### src/rtl/computie_bus_ad_sequencer_if.sv
// Request/response handshake plus multiplexed address/data bus pins of the sequencer.
// master = the sequencer; slave = the requester/target environment.
interface computie_bus_ad_sequencer_if #(
  parameter int BITWIDTH = 32
);
  logic                req_valid;
  logic                req_ready;
  logic                req_write;
  logic [BITWIDTH-1:0] req_addr;
  logic [BITWIDTH-1:0] req_wdata;
  logic                resp_valid;
  logic                resp_error;
  logic [BITWIDTH-1:0] resp_rdata;
  logic [BITWIDTH-1:0] ad_out;
  logic                ad_oe;
  logic [BITWIDTH-1:0] ad_in;
  logic                bus_as;
  logic                bus_ds;
  logic                bus_write;
  logic                bus_ack;

  modport master (
    input  req_valid, req_write, req_addr, req_wdata, ad_in, bus_ack,
    output req_ready, resp_valid, resp_error, resp_rdata, ad_out, ad_oe,
           bus_as, bus_ds, bus_write
  );

  modport slave (
    output req_valid, req_write, req_addr, req_wdata, ad_in, bus_ack,
    input  req_ready, resp_valid, resp_error, resp_rdata, ad_out, ad_oe,
           bus_as, bus_ds, bus_write
  );
endinterface

### src/rtl/computie_bus_ad_sequencer.sv
// Multiplexed address/data bus master: address phase, optional read turnaround,
// data phase with ack/timeout, then a release phase before the next request.
module computie_bus_ad_sequencer #(
  parameter int BITWIDTH    = 32,
  parameter int ADDR_CYCLES = 1,
  parameter int TURNAROUND  = 1,
  parameter int TIMEOUT     = 255
) (
  input  logic                          clock,
  input  logic                          reset,
  computie_bus_ad_sequencer_if.master   bus
);

  typedef enum logic [2:0] {IDLE, ADDR, TURN, DATA, RELEASE} state_t;

  // Wide enough for the largest TIMEOUT; every counter saturates instead of wrapping.
  localparam int CW = 16;
  localparam logic [CW-1:0] ADDR_LAST = CW'(ADDR_CYCLES - 1);
  localparam logic [CW-1:0] TURN_LAST = CW'(TURNAROUND - 1);
  localparam logic [CW-1:0] DATA_LAST = CW'(TIMEOUT - 1);

  state_t              state_q, state_d;
  logic [CW-1:0]       cnt_q, cnt_d;
  logic                ack_m, ack_s;
  logic [BITWIDTH-1:0] addr_q, addr_d, wdata_q, wdata_d;
  logic                wr_q, wr_d;

  logic                ready_q, ready_d;
  logic                rv_q, rv_d;
  logic                err_q, err_d;
  logic [BITWIDTH-1:0] rdata_q, rdata_d;
  logic [BITWIDTH-1:0] ad_out_q, ad_out_d;
  logic                oe_q, oe_d;
  logic                as_q, as_d;
  logic                ds_q, ds_d;
  logic                bw_q, bw_d;

  always_ff @(posedge clock or posedge reset) begin
    if (reset) begin
      state_q  <= IDLE;
      cnt_q    <= '0;
      ack_m    <= 1'b0;
      ack_s    <= 1'b0;
      addr_q   <= '0;
      wdata_q  <= '0;
      wr_q     <= 1'b0;
      ready_q  <= 1'b1;
      rv_q     <= 1'b0;
      err_q    <= 1'b0;
      rdata_q  <= '0;
      ad_out_q <= '0;
      oe_q     <= 1'b0;
      as_q     <= 1'b0;
      ds_q     <= 1'b0;
      bw_q     <= 1'b0;
    end else begin
      state_q  <= state_d;
      cnt_q    <= cnt_d;
      ack_m    <= bus.bus_ack;
      ack_s    <= ack_m;
      addr_q   <= addr_d;
      wdata_q  <= wdata_d;
      wr_q     <= wr_d;
      ready_q  <= ready_d;
      rv_q     <= rv_d;
      err_q    <= err_d;
      rdata_q  <= rdata_d;
      ad_out_q <= ad_out_d;
      oe_q     <= oe_d;
      as_q     <= as_d;
      ds_q     <= ds_d;
      bw_q     <= bw_d;
    end
  end

  always_comb begin
    state_d = state_q;
    cnt_d   = cnt_q;
    addr_d  = addr_q;
    wdata_d = wdata_q;
    wr_d    = wr_q;
    rdata_d = rdata_q;
    err_d   = err_q;
    rv_d    = 1'b0;

    case (state_q)
      IDLE: begin
        if (bus.req_valid) begin
          addr_d  = bus.req_addr;
          wdata_d = bus.req_wdata;
          wr_d    = bus.req_write;
          cnt_d   = '0;
          state_d = ADDR;
        end
      end
      ADDR: begin
        if (cnt_q >= ADDR_LAST) begin
          cnt_d   = '0;
          state_d = wr_q ? DATA : TURN;
        end else begin
          cnt_d = cnt_q + CW'(1);
        end
      end
      TURN: begin
        if (cnt_q >= TURN_LAST) begin
          cnt_d   = '0;
          state_d = DATA;
        end else begin
          cnt_d = cnt_q + CW'(1);
        end
      end
      DATA: begin
        if (ack_s) begin
          if (!wr_q) rdata_d = bus.ad_in;
          err_d   = 1'b0;
          rv_d    = 1'b1;
          cnt_d   = '0;
          state_d = RELEASE;
        end else if (cnt_q >= DATA_LAST) begin
          err_d   = 1'b1;
          rv_d    = 1'b1;
          cnt_d   = '0;
          state_d = RELEASE;
        end else begin
          cnt_d = cnt_q + CW'(1);
        end
      end
      RELEASE: begin
        // Target must have dropped its ack before another cycle may start.
        if (cnt_q >= TURN_LAST && !ack_s) begin
          cnt_d   = '0;
          state_d = IDLE;
        end else if (cnt_q < TURN_LAST) begin
          cnt_d = cnt_q + CW'(1);
        end
      end
      default: begin
        cnt_d   = '0;
        state_d = IDLE;
      end
    endcase

    // Pin controls are decoded from the next state so they register cleanly with it.
    ready_d  = (state_d == IDLE);
    oe_d     = (state_d == ADDR) || (state_d == DATA && wr_d);
    as_d     = (state_d == ADDR) || (state_d == TURN) || (state_d == DATA);
    ds_d     = (state_d == DATA);
    bw_d     = as_d && wr_d;
    ad_out_d = ad_out_q;
    if (state_d == ADDR)            ad_out_d = addr_d;
    else if (state_d == DATA && wr_d) ad_out_d = wdata_d;
  end

  assign bus.req_ready  = ready_q;
  assign bus.resp_valid = rv_q;
  assign bus.resp_error = err_q;
  assign bus.resp_rdata = rdata_q;
  assign bus.ad_out     = ad_out_q;
  assign bus.ad_oe      = oe_q;
  assign bus.bus_as     = as_q;
  assign bus.bus_ds     = ds_q;
  assign bus.bus_write  = bw_q;

endmodule

### src/flat_wrapper.sv
// flat-port wrapper written by rule: the top's interface ports become plain ports
module computie_bus_ad_sequencer_flat 
#(
  parameter int BITWIDTH    = 32,
  parameter int ADDR_CYCLES = 1,
  parameter int TURNAROUND  = 1,
  parameter int TIMEOUT     = 255
)
  (clock, reset, bus_req_valid, bus_req_write, bus_req_addr, bus_req_wdata, bus_ad_in, bus_bus_ack, bus_req_ready, bus_resp_valid, bus_resp_error, bus_resp_rdata, bus_ad_out, bus_ad_oe, bus_bus_as, bus_bus_ds, bus_bus_write);
  computie_bus_ad_sequencer_if #(.BITWIDTH(BITWIDTH)) bus_i ();
  input  logic clock;
  input  logic reset;
  input wire logic [$bits(bus_i.req_valid)-1:0] bus_req_valid;
  input wire logic [$bits(bus_i.req_write)-1:0] bus_req_write;
  input wire logic [$bits(bus_i.req_addr)-1:0] bus_req_addr;
  input wire logic [$bits(bus_i.req_wdata)-1:0] bus_req_wdata;
  input wire logic [$bits(bus_i.ad_in)-1:0] bus_ad_in;
  input wire logic [$bits(bus_i.bus_ack)-1:0] bus_bus_ack;
  output wire logic [$bits(bus_i.req_ready)-1:0] bus_req_ready;
  output wire logic [$bits(bus_i.resp_valid)-1:0] bus_resp_valid;
  output wire logic [$bits(bus_i.resp_error)-1:0] bus_resp_error;
  output wire logic [$bits(bus_i.resp_rdata)-1:0] bus_resp_rdata;
  output wire logic [$bits(bus_i.ad_out)-1:0] bus_ad_out;
  output wire logic [$bits(bus_i.ad_oe)-1:0] bus_ad_oe;
  output wire logic [$bits(bus_i.bus_as)-1:0] bus_bus_as;
  output wire logic [$bits(bus_i.bus_ds)-1:0] bus_bus_ds;
  output wire logic [$bits(bus_i.bus_write)-1:0] bus_bus_write;
  assign bus_i.req_valid = bus_req_valid;
  assign bus_i.req_write = bus_req_write;
  assign bus_i.req_addr = bus_req_addr;
  assign bus_i.req_wdata = bus_req_wdata;
  assign bus_i.ad_in = bus_ad_in;
  assign bus_i.bus_ack = bus_bus_ack;
  assign bus_req_ready = bus_i.req_ready;
  assign bus_resp_valid = bus_i.resp_valid;
  assign bus_resp_error = bus_i.resp_error;
  assign bus_resp_rdata = bus_i.resp_rdata;
  assign bus_ad_out = bus_i.ad_out;
  assign bus_ad_oe = bus_i.ad_oe;
  assign bus_bus_as = bus_i.bus_as;
  assign bus_bus_ds = bus_i.bus_ds;
  assign bus_bus_write = bus_i.bus_write;
  computie_bus_ad_sequencer #(.BITWIDTH(BITWIDTH), .ADDR_CYCLES(ADDR_CYCLES), .TURNAROUND(TURNAROUND), .TIMEOUT(TIMEOUT)) u_core (.clock(clock), .reset(reset), .bus(bus_i));
endmodule
### config.mk
export PLATFORM = sky130hd
export DESIGN_NAME = computie_bus_ad_sequencer_flat
export DESIGN_NICKNAME = d
export VERILOG_FILES = /design/src/rtl/computie_bus_ad_sequencer_if.sv /design/src/rtl/computie_bus_ad_sequencer.sv /design/src/flat_wrapper.sv
export SDC_FILE = /design/constraint.sdc
export NUM_CORES = 1
export LEC_CHECK = 0
export CELL_PAD_IN_SITES_DETAIL_PLACEMENT = 0
export CELL_PAD_IN_SITES_GLOBAL_PLACEMENT = 2
export CORE_MARGIN = 1.5
export CORE_UTILIZATION = 29
export DETAILED_ROUTE_END_ITERATION = 16
export MAX_ROUTING_LAYER = met4
export PLACE_DENSITY_LB_ADDON = 0.1
export SYNTH_ARGS = -nofsm -noshare
export SYNTH_HDL_FRONTEND = slang
export SYNTH_SLANG_ARGS = --single-unit
### constraint.sdc
create_clock -name clock -period 11.2 [get_ports clock]
set_input_delay 2.24 -clock clock [delete_from_list [all_inputs] [get_ports clock]]
set_output_delay 2.24 -clock clock [all_outputs]
set_load 0.005 [all_outputs]
==> results of run 1 <==
-- registers in the layout (all words and copies together), names as in the netlist --
name / cells
u_core.bus.bus_write: 1
u_core.bus.resp_valid: 1
u_core.bus.ad_out: 32
u_core.bus.bus_as: 1
u_core.bus.resp_error: 1
u_core.wdata_q: 32
u_core.state_q: 3
u_core.cnt_q: 16
u_core.ack_s: 1
u_core.ack_m: 1
u_core.bus.req_ready: 1
u_core.bus.bus_ds: 1
u_core.bus.resp_rdata: 32
u_core.wr_q: 1
u_core.bus.ad_oe: 1
-- final cells by class --
cell class                      instances  area, sq um  area share, %
Antenna cell                            1         2.50         0.0325
Clock buffer                           24          502           6.52
Clock inverter                          6          108           1.40
Inverter                                5         21.3          0.276
Multi-Input combinational cell        351         1920           24.9
Sequential cell                       125         3130           40.6
Tap cell                              225          282           3.66
Timing Repair Buffer                  175         1740           22.6
-- cell families (layout without fill, tap and decap cells) --
kind of cell    Yosys count  count (layout)
simple gates            288             288
flops                   125             125
mux                      34              34
buf+inv                  33             210
compound gates           24              24
xor+xnor                  3               3
fa+ha+maj                 2               2
other cells               0               1
-- cell usage after synthesis (3+ instances only) --
cell type  instances  area (sq um)
o21ai_0            3          15.0
buf_2             19          95.1
clkbuf_1           4          15.0
a31oi_1            6          37.5
nand2b_1           4          25.0
nand3_1           69           345
nor2_1            18          67.6
a21oi_1            6          30.0
nor3_1             3          15.0
mux2_1             4          45.0
dfrtp_1          124          3100
nand2_1          173           649
inv_1              5          18.8
buf_4              3          22.5
and3_1             3          18.8
mux2_2            30           338
-- stage by stage --
stage / worst slack [ns] / cell area [sq um] / utilization [%] / hold WS, ns / power, W
6_report: 7.50 / 7700 / 44.4 / 0.346 / 0.00205
5_1_grt: 7.18 / 7700 / 44.4 / 0.353 / 0.00221
4_1_cts: 7.37 / 7700 / 44.4 / 0.347 / 0.00209
2_1_floorplan: 5.63 / 5180 / - / 0.331 / 0.00113
3_3_place_gp: 6.98 / 7090 / 40.8 / 0.335 / 0.00149
3_5_place_dp: 6.94 / 7090 / 40.8 / 0.335 / 0.00151
-- worst max-delay path by stage --
stage,startpoint,endpoint
final,bus_req_valid,u_core.bus.bus_write$_DFF_PP0_
after floorplan,reset,u_core.ack_m$_DFF_PP0_
after global placement,reset,u_core.bus.ad_out[7]$_DFFE_PP0P_
after CTS,reset,u_core.bus.ad_out[15]$_DFFE_PP0P_
after global routing,reset,u_core.wdata_q[24]$_DFF_PP0_
after detailed placement,reset,u_core.wdata_q[7]$_DFF_PP0_
-- metal layers --
layer	share of wire [%]	global-route usage [%]
met5	0	-
met1	46	20.4
met2	46	24.6
met3	6.5	3.81
met4	1.4	5.85
-- power by group through the flow --
stage	registers, W	clock network (W)	logic (W)
6_report	0.000754	0.000561	0.000732
5_1_grt	0.000781	0.000601	0.000823
4_1_cts	0.000756	0.000576	0.000754
3_5_place_dp	0.000761	0	0.000753
3_3_place_gp	0.000757	0	0.000738
2_1_floorplan	0.000745	0	0.000381
==> impl_metrics.ini, run 1 <==
[worst_hold_path]
min_path_cells = 0
min-delay-start = u_core.ack_m$_DFF_PP0_
min_delay_worst_endpoint = u_core.ack_s$_DFF_PP0_
hold_class = reg2reg

[synth]
syn-cell-area_sq_mm = 0.00518
synth_top_family_by_area = simple AND/OR/NAND/NOR gates
yosys-mux-area-fraction_pct = 7.39
post_synth_and_or_nand_nor_area_fraction_pct = 25.2
synthesis.area_per_instance_sq_um = 10.2
yosysSeqAreaShare_pct = 60.4
post_synthesis_adder_cell_area_fraction_pct = 0.483
synth_edf_count = 0
netlist-cell-type-count = 41
synth_top_flop_cell = dfrtp_1
post_synth_inst_count = 509
synth_compound_area_share_pct = 2.90
yosysWarnings = 0
synthArstFlopShare_pct = 100
post_synth_xor_area_fraction_pct = 0.507
synth_seq_cells = 125
synth_nets = 612

[critical_path]
r2r_start = u_core.cnt_q[0]$_DFFE_PP0P_
critical_path_required_ns = 11.49
critical-path-top-delay-family = simple AND/OR/NAND/NOR gates
cpMaxStageDelayCell = clkdlybuf4s50_1
crit_arrival_ns = 3.99
worst-path-max-fanout = 66
worstRegToRegCells = 7
worst-path-buf-inv = 2
critical_path_depth = 7
worst_setup_path_class = in2reg
cpPeakStageDelay_ns = 0.48
setup.worst_path.end_class = register
r2r-end = u_core.bus.ad_out[19]$_DFFE_PP0P_
crit_path_cell_trace = clkdlybuf4s50_1, nand2b_1, or3_2, buf_4, nand2_1, nand2_1, and2_1
r2r_slack_ns = 8.95
critPathLaunchType = input port
most_frequent_cp_cell = nand2_1

[power]
p_leak_nw = 3.43
pwr-share-comb_pct = 35.8
sw_frac_of_total_pct = 30.3
net-switching-power_w = 0.000620
power_frac_seq_pct = 36.8
ir_drop_worst_case_vdd_mv = 0.115
power.density_cell_area_mw_per_mm2 = 266
p_int_w = 0.00143
clockPowerShare_pct = 27.4

[route]
drt.antenna.violating_nets = 0
drt_first_iter_violations = 229
drt-total-wl_mm = 13.8
drc = 0
post_drt_wl_per_cell_um = 15.2
drt-pass1-iter-count = 4
via_per_inst = 4.55
detailroute.via_count = 4150

[floorplan]
top_level_ports = 172
floorplan.die_area_sq_mm = 0.0187
fp-row-count = 48
design.core.area_sq_mm = 0.0174
initial_core_util_pct = 29.8
die-width_um = 137
die_h_um = 137

[grt]
grt_start_max_net_pins = 82
first_global_vias = 4307
grt_use_total_pct = 15.9
grt_first_pass_wirelength_mm = 22.1
antenna_found_initial = 1
overflow_after_grt = 0

[cts]
cts_tree = built
cts_num_sinks = 125
clock_tree.htree_level_count = 4
cts.reportedPaths.clkPinSlew_ns = 0.05
cts_root_buffer = clkbuf_16
ctsHoldBuffers = 0
clock_path_buffers = 2
clk_latency_ns = 0.40
cts_setup_buffers = 0
cts-buffers-inserted = 17
post_cts.resized_instances = 0

[outcome]
outcome = finished clean

[timing]
clock-skew-final_ns = 0.00496
timing.slew.headroom_pct = 31.0
worst_slew_pin_slew_ns = 1.04
tns_ns = 0
total_of_endpoints_with_negative_setup_slack_in_the_final_report = 0
achievable-frequency_mhz = 270
hold_violations = 0
fin_crit_sh_pct = 33.1
final-max-slew-violation-count = 0
rsz0062_at_grt = no
final.min_clock_period_ns = 3.70

[finish]
layout.cells.most_common_list = nand2_1 (173), clkdlybuf4s50_1 (171), dfrtp_1 (124)
layout.cells.most_common = nand2_1
drive_gt1_share_pct = 11.7
flow.area_growth_from_synthesis_pct = 48.7
nets = 778
finalNonFillerCells = 912
fillerInstances = 1655

[placement]
cell_total_after_placement = 881
dp_hpwl_mm = 9.23
port_buffers = 171
gp_congestion = 0.761

[job]
max_cap_viol_count = 0
(Power assumes the default switching activity.)
==> inputs of run 2 (changes only) <==
- CORE_UTILIZATION: 29 -> 24
- clock period: 11.2 -> 3 ns (I/O delays scaled with it)
==> impl_metrics.ini, run 2 (synthesis results as in run 1) <==
[finish]
flow.area_growth_from_synthesis_pct = 51.2
layout.cells.most_common_list = nand2_1 (173), clkdlybuf4s50_1 (171), dfrtp_1 (124)
layout.cells.most_common = nand2_1
insertedDiodeCount = 0
drive_gt1_share_pct = 12.7
fillerInstances = 2118
nets = 783
final_cell_area_sq_mm = 0.00783
final_core_util_pct = 37.1

[grt]
antenna_found_initial = 0
grt_start_max_net_pins = 67
grt_first_pass_wirelength_mm = 23.4
grt_use_total_pct = 14.0
first_global_vias = 4389
overflow_after_grt = 0

[critical_path]
setup.worst_path.end_class = register
critPathLaunchType = register
worst_setup_path_class = reg2reg
crit_arrival_ns = 2.52
critical_path_required_ns = 3.34
worst-path-max-fanout = 17

[cts]
clock_path_buffers = 2
cts_tree = built
cts_root_buffer = clkbuf_16
cts-buffers-inserted = 17
cts_setup_buffers = 0
cts.reportedPaths.clkPinSlew_ns = 0.06
clk_latency_ns = 0.41
ctsHoldBuffers = 0
cts_num_sinks = 125
post_cts.resized_instances = 0
clock_tree.htree_level_count = 4

[timing]
hold_violations = 0
final-max-slew-violation-count = 0
final.min_clock_period_ns = 2.18
tns_ns = 0
fin_crit_sh_pct = 72.6
rsz0062_at_grt = no
total_of_endpoints_with_negative_setup_slack_in_the_final_report = 0
worst_slew_pin_slew_ns = 0.571
fin_hold_ws_ns = 0.361
clock-skew-final_ns = 0.0108
achievable-frequency_mhz = 459
timing.slew.headroom_pct = 61.8

[placement]
postPlaceCellArea_sq_mm = 0.00725
port_buffers = 171
gp_congestion = 0.730
dp_hpwl_mm = 9.77

[power]
post-layout-total-power_w = 0.00771
power.density_cell_area_mw_per_mm2 = 984
p_leak_nw = 3.45
ir_drop_worst_case_vdd_mv = 0.385

[floorplan]
die-width_um = 150
floorplan.die_area_sq_mm = 0.0225
fp-row-count = 53
die_h_um = 150
design.core.area_sq_mm = 0.0211
top_level_ports = 172
initial_core_util_pct = 24.6

[route]
post_drt_wl_per_cell_um = 15.2
drt_first_iter_violations = 216
detailroute.via_count = 4165
drt.antenna.violating_nets = 0
drc = 0
drt-pass1-iter-count = 4
via_per_inst = 4.31
drt-total-wl_mm = 14.7

[job]
max_cap_viol_count = 0

[worst_hold_path]
hold_class = reg2reg

[outcome]
outcome = finished clean
## run 2: per-layer routing
layer | vias up | GRT usage [%] | part of all wire [%]
li1 | 2029 | - | -
met1 | 1985 | 19.4 | 51
met2 | 140 | 19.9 | 42
met3 | 11 | 3.45 | 5.8
met4 | 0 | 4.56 | 1.2
met5 | - | - | 0
## run 2: where the power goes
part | total, W | switching, W | internal (W)
Clock | 0.00202 | 0.000780 | 0.00124
Sequential | 0.00284 | 0.000438 | 0.00240
Combinational | 0.00285 | 0.00124 | 0.00161
Total | 0.00771 | 0.00245 | 0.00525
## run 2: critical path, stage by stage (launching register included)
cell and delay (ns):
dfrtp_1 0.42, inv_1 0.07, ha_1 0.14, o21ai_1 0.11
o31ai_1 0.46, o21a_2 0.49, buf_12 0.22, nand3_1 0.09
nand3_1 0.10
## run 2: path summary, 6_finish.rpt
check	startpoint	endpoint	slack, ns	cells after the start
max	u_core.cnt_q[0]$_DFFE_PP0P_	u_core.bus.ad_out[9]$_DFFE_PP0P_	0.82	8
min	u_core.ack_m$_DFF_PP0_	u_core.ack_s$_DFF_PP0_	0.36	0
max reg2reg	u_core.cnt_q[0]$_DFFE_PP0P_	u_core.bus.ad_out[9]$_DFFE_PP0P_	0.82	8
min reg2reg	u_core.ack_m$_DFF_PP0_	u_core.ack_s$_DFF_PP0_	0.36	0
max in group asynchronous	reset	u_core.bus.req_ready$_DFF_PP1_	1.74	3
min in group asynchronous	reset	u_core.bus.ad_oe$_DFF_PP0_	0.56	2
## run 2: cell type report
class                   instances  area, sq um  share of cell area [%]
well taps                     275          344                    4.39
clock buffers                  18          439                    5.61
repair buffers                180         1840                    23.5
flip-flops and latches        125         3130                    39.9
multi-input cells             351         1920                    24.5
inverters                       5         22.5                   0.287
clock inverters                13          141                    1.80
## run 2: metrics by stage
step / setup slack (ns) / cells
floorplan: 0.862 / 509
global placement: 0.667 / 936
detailed placement: 0.659 / 936
CTS: 0.767 / 967
global route: 0.623 / 967
finish: 0.822 / 967
